$ cat config.mk
export PLATFORM = sky130hd
export DESIGN_NAME = cam_init_sequencer
export DESIGN_NICKNAME = d
export VERILOG_FILES = /design/src/rtl/cam_init_sequencer.sv
export SDC_FILE = /design/constraint.sdc
export NUM_CORES = 1
export LEC_CHECK = 0
export BUFFER_PORTS_ARGS = -buffer_cell sky130_fd_sc_hd__buf_2
export CAP_MARGIN = 15
export CORE_ASPECT_RATIO = 0.8
export CORE_MARGIN = 2
export CORE_UTILIZATION = 58
export CTS_BUF_LIST = sky130_fd_sc_hd__clkbuf_4 sky130_fd_sc_hd__clkbuf_8
export DETAILED_ROUTE_END_ITERATION = 6
export GPL_TIMING_DRIVEN = 0
export MAX_ROUTING_LAYER = met4
export PLACE_DENSITY_LB_ADDON = 0.25
export SYNTH_ARGS = -nofsm -noshare
export SYNTH_HDL_FRONTEND = slang
export SYNTH_SLANG_ARGS = --single-unit
$ cat constraint.sdc
create_clock -name clk -period 2.84 [get_ports clk]
set_input_delay 0.568 -clock clk [delete_from_list [all_inputs] [get_ports clk]]
set_output_delay 0.568 -clock clk [all_outputs]
set_load 0.02 [all_outputs]
$ cat src/rtl/cam_init_sequencer.sv
// Walks a register table (end marker 16'hFFFF, delay command 16'hFFF0) and
// issues one I2C write per entry through a start/busy handshake.
module cam_init_sequencer #(
  parameter int unsigned CLK_FREQ   = 100_000_000,
  parameter logic [6:0]  DEV_ADDR   = 7'h21,
  parameter int unsigned GAP_CYCLES = 1000,
  parameter int unsigned DELAY_MS   = 10
) (
  input  logic        clk,
  input  logic        resetn,
  input  logic        go,
  output logic [7:0]  rom_addr,
  input  logic [15:0] rom_data,
  output logic        i2c_start,
  input  logic        i2c_busy,
  output logic [6:0]  i2c_addr,
  output logic [7:0]  i2c_reg_addr,
  output logic [7:0]  i2c_reg_data,
  output logic        active,
  output logic        done,
  output logic        error
);

  localparam logic [15:0] END_MARK  = 16'hFFFF;
  localparam logic [15:0] DELAY_CMD = 16'hFFF0;
  localparam int unsigned DELAY_RAW = (CLK_FREQ / 32'd1000) * DELAY_MS;
  // Zero-length waits still occupy one cycle so the compare never underflows.
  localparam logic [31:0] GAP_LIM   = (GAP_CYCLES == 32'd0) ? 32'd1 : 32'(GAP_CYCLES);
  localparam logic [31:0] DELAY_LIM = (DELAY_RAW == 32'd0) ? 32'd1 : 32'(DELAY_RAW);
  localparam logic [31:0] HI_LIM    = 32'd8;

  typedef enum logic [2:0] {
    S_IDLE    = 3'd0,
    S_FETCH   = 3'd1,
    S_ISSUE   = 3'd2,
    S_WAIT_HI = 3'd3,
    S_WAIT_LO = 3'd4,
    S_GAP     = 3'd5,
    S_DELAY   = 3'd6,
    S_DONE    = 3'd7
  } state_t;

  state_t      r_state;
  logic [31:0] r_cnt;
  logic [7:0]  r_rom_addr;
  logic [7:0]  r_reg_addr;
  logic [7:0]  r_reg_data;
  logic        r_start;
  logic        r_active;
  logic        r_done;
  logic        r_error;

  state_t      w_state_nxt;
  logic [31:0] w_cnt_nxt;
  logic [7:0]  w_rom_addr_nxt;
  logic [7:0]  w_reg_addr_nxt;
  logic [7:0]  w_reg_data_nxt;
  logic        w_start_nxt;
  logic        w_active_nxt;
  logic        w_done_nxt;
  logic        w_error_nxt;
  logic [31:0] w_lim;

  // Next-state and next-output logic for the sequencer FSM.
  always_comb begin
    w_state_nxt    = r_state;
    w_cnt_nxt      = 32'd0;
    w_rom_addr_nxt = r_rom_addr;
    w_reg_addr_nxt = r_reg_addr;
    w_reg_data_nxt = r_reg_data;
    w_start_nxt    = 1'b0;
    w_active_nxt   = r_active;
    w_done_nxt     = r_done;
    w_error_nxt    = r_error;
    w_lim          = (r_state == S_GAP) ? GAP_LIM : DELAY_LIM;

    case (r_state)
      S_IDLE, S_DONE: begin
        if (go) begin
          w_state_nxt    = S_FETCH;
          w_rom_addr_nxt = 8'd0;
          w_done_nxt     = 1'b0;
          w_error_nxt    = 1'b0;
          w_active_nxt   = 1'b1;
        end else begin
          w_state_nxt    = r_state;
        end
      end

      S_FETCH: begin
        if (rom_data == END_MARK) begin
          w_state_nxt  = S_DONE;
          w_done_nxt   = 1'b1;
          w_active_nxt = 1'b0;
        end else if (rom_data == DELAY_CMD) begin
          w_state_nxt  = S_DELAY;
        end else begin
          w_state_nxt    = S_ISSUE;
          w_reg_addr_nxt = rom_data[15:8];
          w_reg_data_nxt = rom_data[7:0];
          w_start_nxt    = 1'b1;
        end
      end

      S_ISSUE: begin
        w_state_nxt = S_WAIT_HI;
      end

      S_WAIT_HI: begin
        if (i2c_busy) begin
          w_state_nxt  = S_WAIT_LO;
        end else if (r_cnt == HI_LIM - 32'd1) begin
          w_state_nxt  = S_DONE;
          w_error_nxt  = 1'b1;
          w_done_nxt   = 1'b1;
          w_active_nxt = 1'b0;
        end else begin
          w_cnt_nxt    = r_cnt + 32'd1;
        end
      end

      S_WAIT_LO: begin
        if (!i2c_busy) begin
          w_state_nxt = S_GAP;
        end else begin
          w_state_nxt = S_WAIT_LO;
        end
      end

      // GAP and DELAY share the counter; only the terminal count differs.
      S_GAP, S_DELAY: begin
        if (r_cnt != w_lim - 32'd1) begin
          w_cnt_nxt      = r_cnt + 32'd1;
        end else if (r_rom_addr == 8'hFF) begin
          w_state_nxt    = S_DONE;
          w_error_nxt    = 1'b1;
          w_done_nxt     = 1'b1;
          w_active_nxt   = 1'b0;
        end else begin
          w_state_nxt    = S_FETCH;
          w_rom_addr_nxt = r_rom_addr + 8'd1;
        end
      end

      default: begin
        w_state_nxt  = S_IDLE;
        w_active_nxt = 1'b0;
      end
    endcase
  end

  // State, counter and registered outputs.
  always_ff @(posedge clk or negedge resetn) begin
    if (!resetn) begin
      r_state    <= S_IDLE;
      r_cnt      <= 32'd0;
      r_rom_addr <= 8'd0;
      r_reg_addr <= 8'd0;
      r_reg_data <= 8'd0;
      r_start    <= 1'b0;
      r_active   <= 1'b0;
      r_done     <= 1'b0;
      r_error    <= 1'b0;
    end else begin
      r_state    <= w_state_nxt;
      r_cnt      <= w_cnt_nxt;
      r_rom_addr <= w_rom_addr_nxt;
      r_reg_addr <= w_reg_addr_nxt;
      r_reg_data <= w_reg_data_nxt;
      r_start    <= w_start_nxt;
      r_active   <= w_active_nxt;
      r_done     <= w_done_nxt;
      r_error    <= w_error_nxt;
    end
  end

  assign rom_addr     = r_rom_addr;
  assign i2c_start    = r_start;
  assign i2c_addr     = DEV_ADDR;
  assign i2c_reg_addr = r_reg_addr;
  assign i2c_reg_data = r_reg_data;
  assign active       = r_active;
  assign done         = r_done;
  assign error        = r_error;

endmodule

* Yosys cells after proc, flatten, opt, wreduce, memory -nomap -nowiden
Cells that the tools add are included.
** Word-level totals
- Flip-flop bits (word level) :: 63
- Latch bits :: 0
- RAM bits :: 0
- ROM bits :: 0
- Input bits :: 20
- Output and inout port bits :: 35
- Memories kept :: 0
** Operators by class
- Add/sub/neg operators :: 3
- $mul :: 0
- Divide/modulo/power cells :: 0
- $lt $le $gt $ge :: 0
- Equal/unequal tests :: 20
- Shifts and indexed selects :: 0
- Mux-type cells :: 36
- Bitwise logic cells :: 2
- Reductions and logical operators :: 11
** Operator list (number)
- 32-bit two-way mux :: 3
- 32-bit case mux with 2 select lines :: 1
- 32-bit by 1-bit adder with 32-bit output (second input constant) :: 1
- 16-bit equality test (second input constant) :: 2
- 32-bit by 3-bit equality test with 1-bit output (second input constant) :: 1
- 32-bit != test :: 1
- 8-bit two-way mux :: 3
- 3-bit two-way mux :: 7
- 20-bit by 1-bit subtractor with 21-bit output (second input constant) :: 1
- 20-bit two-way mux :: 1
- 3-bit case mux with 6 select lines :: 1
- 1-bit two-way mux :: 16
- 8-bit case mux with 2 select lines :: 1
- 2-bit != test (second input constant) :: 7
- 3-bit equality test (second input constant) :: 4
- 8-bit by 1-bit adder with 8-bit output (second input constant) :: 1
- 8-bit equality test (second input constant) :: 1
- 1-bit case mux with 4 select lines :: 2
- 7-bit AND reduction :: 1
- 3-bit by 2-bit equality test with 1-bit output (second input constant) :: 2
- 3-bit AND reduction :: 2
- 6-bit AND reduction :: 1
- 4-bit AND reduction :: 1
- 4-bit nonzero test :: 1
- other kinds (8) :: 10

* Longest topological paths before layout
Gate-level depths: netlist (run 1).
- Word-level depth :: 6
- Mapped depth :: 8

* Worst setup path before layout (run 1)
Ideal clock, no wire load.
- Path type :: input to register
- Start :: in rom_data[2]
- End :: reg r_reg_addr[5], in the netlist i2c_reg_addr[5]
- Setup time :: 125 ps
- Data arrival time :: 1996 ps
- Setup slack :: 719 ps
- Cell stages on the path :: 5
- Buffers on the path :: 1
- Cell sequence :: and4_1 > o2111a_1 > nor3_2 > buf_2 > mux2_2
** On the way
- Word-level cells in the longest chain between the ends :: 3
- Elaborated cells on any way between the ends :: 5
- Classes of those cells :: eq/ne: 2; bitwise: 2; reduce/logical: 1
** Ends and longest elaborated chain
- start: declaration :: line 13 : input logic [15:0] rom_data,
- 16-bit equality test (on tied branches) :: line 95, 91
- 1-bit inverter (no source line)
- 3-bit AND reduction (no source line) (*)
- end signal: assignment :: line 168 : r_reg_addr <= w_reg_addr_nxt;
- end: declaration :: line 46 : logic [7:0] r_reg_addr;
Every way passes the cells marked *; elsewhere a longest branch is shown, timed or not.
A chain may end at the register's enable or synchronous reset.

* Worst setup path in the final report (run 1)
- Start :: reg r_cnt[21]
- End :: reg r_cnt[29]
** On the way
- Word-level cells in the longest chain between the ends :: 4
- Elaborated cells on any way between the ends :: 7
- Classes of those cells :: add/sub: 1; eq/ne: 2; mux: 4
** Ends and longest elaborated chain
- start: declaration :: line 44 : logic [31:0] r_cnt;
- start signal: assignment :: line 166 : r_cnt <= w_cnt_nxt;
- 32-bit by 1-bit adder with 32-bit output or 32-bit by 3-bit equality test with 1-bit output (tied branches) :: line 118, 133, 112
- 32-bit two-way mux :: line 112 : end else if (r_cnt == HI_LIM - 32'd1) begin
- 32-bit two-way mux :: line 110 : if (i2c_busy) begin
- 32-bit case mux with 2 select lines (*) :: line 77 : case (r_state)
- net w_cnt_nxt[29] :: line 54 : logic [31:0] w_cnt_nxt;
The timed path passes the listed nets; every way through them passes the cells marked *.

==> out/qor.txt, run 1 <==
status = finished, final reports clean
Power Density = 822 nW/um^2
commonest cells after routing, fill and taps aside = dfrtp_1, buf_2, nor2_1
post-CTS setup buffers = 0
Req. time, crit path = 3.06 ns
worst clock skew = 0.0102 ns
Bufs on Longest Clock Path = 2
IO Port Bufs = 47
TritonCTS Buffers = 9
CTS tree = built
Routability Congestion = 0.831
Synth async-reset ratio = 100%
DPL Wire Length = 5020 um
setup TNS = 0 ns
chip height = 70.7 um
vias in the first global route = 2,423
Netlist Area Pre-Place = 3220 um^2
WL/cell = 15.0 um
sequential-to-total area share from yosys stat = 48.9%
endpoint class of the critical path = register
CP Class = register to register
max_cap viols = 0
htree depth = 3
core area = 5410 um^2
initial DRC count = 182
crit-path max FO = 10
num rows = 24
combinational power share = 40.5%
Tcrit/Tclk final = 87.0%
CP Data Arrival Time = 2.69 ns
first-pass GRT wire length = 11,400 um
FF-to-FF setup slack = 0.37 ns
share of power burned in registers = 37.6%
startpoint types = register
clock share of power = 21.9%
initial antenna violation count = 0
Final Critical Period = 2.47 ns
Setup-failing EPs final = 0
Skew-Pair Late Insertion Delay = 0.34 ns
Ys Warns = 0
grt ovf = 0
post-synthesis cell type count = 54
Area Growth Syn to Fin = 17.3%
Tot GR Track Use = 24.8%
EDFF count, synth = 0
initial core utilization = 59.6%
Worst-Margin Slew = 0.651 ns
Worst Hold Class = input pin to async pin
most common cell after layout, fill and taps aside = dfrtp_1
vias = 2,573
routed wire length = 6870 um
Mapped Cells = 324
via/cell ratio = 5.61
Worst VDD drop = 462 uV
RSZ-0062 raised after global routing = no
Post-synth top flop = dfrtp_1
cts hold-fix bufs = 0
share of layout cells above drive strength 1 = 26.6%
# nets final = 411
largest net degree at the start of global routing = 38
I/O pin count = 55
Final Power = 0.00311 W
Internal = 0.00191 W
post_cts resized = 0
Die Area = 6170 um^2
sw power = 0.00120 W
Final Hold Fails = 0
Synth Register Bits = 63
switching share of power = 38.5%
# diodes = 0
Max Clk Rate = 405 MHz
Post-DRT Antenna Nets = 0
Leak = 1.69 nW
chip width = 87.3 um
Rel. slew slack = 56.2%
Root Buffer = clkbuf_8
CTS clock-pin slew for the worst setup and hold paths = 0.07 ns
DR pass1 iterations = 4
Final Max Tran Viols = 0
Syn Area/Cell = 9.95 um^2
Sinks on Clock Net = 63
# DRC = 0
==> per-stage QoR <==
stage | utilization [%] | cells | hold WS [ns] | worst slack, ns | instance area (um^2)
6_report | 69.9 | 459 | 0.0499 | 0.370 | 3780
5_1_grt | 69.9 | 459 | 0.0355 | 0.104 | 3780
4_1_cts | 69.9 | 459 | 0.0365 | 0.341 | 3780
2_1_floorplan | - | 329 | 0.272 | 0.719 | 3240
3_5_place_dp | 66.7 | 443 | 0.414 | 0.355 | 3610
3_3_place_gp | 65.8 | 441 | 0.471 | 0.362 | 3560
==> layer usage <==
| layer | share of wire, % | vias up | global-route usage [%] |
|---|---|---|---|
| li1 | - | 1261 | - |
| met1 | 46 | 1232 | 32.4 |
| met2 | 47 | 72 | 37.5 |
| met3 | 5.5 | 8 | 8.05 |
| met4 | 1.5 | 0 | 6.84 |
| met5 | 0 | - | - |
==> final timing paths <==
kind	from	endpoint	depth (start not counted)
max	r_cnt[21]	r_cnt[29]	7
min in group clk	rom_data[12]	i2c_reg_addr[4]	2
max in group asynchronous	resetn	rom_addr[0]	3
min reg2reg	done	done	1
max reg2reg	r_cnt[21]	r_cnt[29]	7
min	resetn	i2c_reg_addr[7]	1
==> sequential cells by signal, summed over array words and instances, names as in the netlist, 3 cells and up <==
signal and count:
i2c_reg_addr 8, i2c_reg_data 8, r_cnt 32, r_state 3, rom_addr 8
==> cell type report <==
| class | count | area [um^2] |
|---|---|---|
| clock buffers | 10 | 138 |
| repair buffers | 49 | 283 |
| clock inverters | 6 | 36.3 |
| fillers | 409 | 1630 |
| well taps | 65 | 81.3 |
| multi-input cells | 247 | 1560 |
| inverters | 2 | 7.51 |
| flip-flops and latches | 63 | 1580 |
| plain buffers | 17 | 97.6 |
==> power groups by stage <==
stage | sequential, W | clock, W | combinational, W
final | 0.00117 | 0.000681 | 0.00126
after global routing | 0.00119 | 0.000747 | 0.00139
after CTS | 0.00117 | 0.000704 | 0.00127
after detailed placement | 0.00119 | 0 | 0.00126
after global placement | 0.00118 | 0 | 0.00123
after floorplan | 0.00136 | 0 | 0.000715
==> cell usage after synthesis (6+ instances only) <==
| cell | number | area [um^2] |
|---|---|---|
| buf_4 | 7 | 52.6 |
| nand3_1 | 16 | 80.1 |
| o21ai_0 | 12 | 60.1 |
| xnor2_1 | 15 | 131 |
| and4_1 | 6 | 52.6 |
| xor2_1 | 16 | 140 |
| mux2_2 | 16 | 180 |
| nand4_1 | 9 | 56.3 |
| nor4_1 | 6 | 37.5 |
| buf_2 | 6 | 30.0 |
| nand2_1 | 24 | 90.1 |
| nor2_1 | 49 | 184 |
| and3_1 | 8 | 50.1 |
| nor3_1 | 10 | 50.1 |
| dfrtp_1 | 63 | 1580 |
==> cell families (layout without fill, tap and decap cells) <==
family | after synthesis | in the layout | synth area share (%)
buffers and inverters | 19 | 84 | 3.26
and+or+nand+nor | 154 | 154 | 24.8
adders and majority gates | 2 | 2 | 0.776
xor gates and xnor gates | 31 | 31 | 8.42
muxes | 17 | 17 | 5.90
DFF | 63 | 63 | 48.9
AOI/OAI and AO/OA | 36 | 36 | 7.65
other | 2 | 7 | 0.233
==> critical path, stage by stage (launching register included) <==
cell      delay (ns)
dfrtp_1         0.41
nor4_1          0.44
nand4_1         0.17
a211oi_2        0.48
nor2_2          0.13
nor2_2          0.31
buf_2           0.32
nor2_1          0.08
Note: power is estimated with default switching activity, not from simulation.
==> run 2: changes to the inputs <==
- SETUP_SLACK_MARGIN: default -> 0.5
==> run 2 against run 1 <==
Compared with the run above: global-route usage is 0.32 points higher; power up 1.2%; sequential cell count stayed put; die area stayed put; setup slack better by 0.20 ns; non-clock buffer count up 2; sequential share of layout area fell by 0.77 points; final cell count increased by 0.44%; first-iteration DRC count down 1.1%; via count is 1.1% higher; clock-buffer cell count is the same; clock power about the same; critical path type unchanged.
==> out/qor.txt, run 2 (same netlist as run 1, synthesis figures left out) <==
status = finished, final reports clean
Worst Hold Class = input pin to async pin
vias in the first global route = 2,436
# DRC = 0
worst-case hold slack = 0.0518 ns
Final Critical Period = 2.27 ns
most flop-heavy register = r_cnt
RSZ-0062 raised after global routing = no
htree depth = 3
Bufs on Longest Clock Path = 2
Slowest-stage cell, CP = a211oi_4
initial antenna violation count = 0
Tcrit/Tclk final = 79.8%
Die Area = 6170 um^2
final core utilization = 71.3%
Final Hold Fails = 0
IO Port Bufs = 47
grt ovf = 0
num rows = 24
share of layout cells above drive strength 1 = 28.3%
final setup margin = 0.572 ns
area post-placement = 3610 um^2
largest net degree at the start of global routing = 38
CP max stage delay = 0.39 ns
# nets final = 413
Skew-Pair Late Insertion Delay = 0.34 ns
routed wire length = 6990 um
chip height = 70.7 um
# diodes = 0
Post-DRT Antenna Nets = 0
first-pass GRT wire length = 11,600 um
CTS clock-pin slew for the worst setup and hold paths = 0.07 ns
Worst-Margin Slew = 0.527 ns
Final Max Tran Viols = 0
Sinks on Clock Net = 63
startpoint types = register
dpl ws = 0.355 ns
# fillers = 393
met2 usage = 37.7%
Req. time, crit path = 3.07 ns
Setup-failing EPs final = 0
crit path buf inv count = 1
Area Growth Syn to Fin = 19.5%
chip width = 87.3 um
endpoint class of the critical path = register
number of flip-flops in the largest register = 32
initial core utilization = 59.6%
initial DRC count = 180
worst clock skew = 0.00901 ns
WL/cell = 15.2 um
I/O pin count = 55
cts hold-fix bufs = 0
Final Instance Area = 3850 um^2
most common cell after layout, fill and taps aside = dfrtp_1
Worst VDD drop = 462 uV
Power Density = 816 nW/um^2
DR pass1 iterations = 4
commonest cells after routing, fill and taps aside = dfrtp_1, buf_2, nor2_1
core area = 5410 um^2
DPL Wire Length = 5020 um
met1 GRT Util = 33.2%
Root Buffer = clkbuf_8
CP Data Arrival Time = 2.49 ns
Rel. slew slack = 64.9%
CTS tree = built
Most Used Layer, Global Route = met2
Routability Congestion = 0.831
vias = 2,602
CP top delay family = simple AND/OR/NAND/NOR gates
crit-path max FO = 8
Tot GR Track Use = 25.1%
max_cap viols = 0
via/cell ratio = 5.64
CP Cell Sequence = buf_2 > nor3_1 > nand4b_1 > a211oi_4 > nor2_2 > or3_1 > a22o_1
Max Clk Rate = 441 MHz
GRT met3 Usage = 8.05%
Leak = 1.72 nW
CP Class = register to register
setup TNS = 0 ns
TritonCTS Buffers = 9
[run 2: changes by cell type in the layout (fill, tap and decap cells not counted), sizes merged]
cell    before  now
clkbuf      14   16
[run 2: worst paths after layout]
kind	startpoint	to	slack (ns)	cells after the start
worst max-delay path	r_cnt[3]	r_state[1]	0.57	7
worst min-delay path	resetn	i2c_reg_addr[7]	0.05	1
worst max register to register	r_cnt[3]	r_state[1]	0.57	7
worst min register to register	done	done	0.49	1
max in group asynchronous	resetn	rom_addr[0]	2.16	3
min in group clk	rom_data[11]	i2c_reg_addr[3]	0.47	2
[run 2: metal layers]
metal | vias to the layer above | routed length [um]
met2 | 72 | 3300
met1 | 1252 | 3260
met4 | 0 | 74
met3 | 7 | 360
met5 | - | 0
li1 | 1271 | -
[run 2: layout make-up]
type                       instances  area, um^2  share of cell area [%]
tap                               65        81.3                    2.11
inverter                           2        7.51                   0.195
clock buffer                      10         138                    3.57
buffer                            17         105                    2.73
multi-input combinational        247        1610                    41.8
sequential                        63        1580                    40.9
clock inverter                     6        36.3                   0.942
timing repair buffer              51         298                    7.73
[run 2: report_power, final]
part | internal, W | switching (W) | total [W]
Clock | 0.000335 | 0.000345 | 0.000679
Combinational | 0.000523 | 0.000774 | 0.00130
Sequential | 0.00108 | 0.0000898 | 0.00117
Total | 0.00194 | 0.00121 | 0.00314
[run 2: timing repair]
| item | 4_1_cts | 5_1_grt |
|---|---|---|
| pin swaps | 0 | 1 |
| endpoints found under the hold margin | 0 | 0 |
| resized for setup | 5 | 6 |
| setup endpoints to repair | 30 | 43 |
| setup buffers | 0 | 2 |
[run 2: through the flow]
step	cells	total power (W)
final	461	0.00314
after global routing	461	0.00337
after CTS	459	0.00316
after detailed placement	443	0.00245
after global placement	441	0.00240
after floorplan	329	0.00208
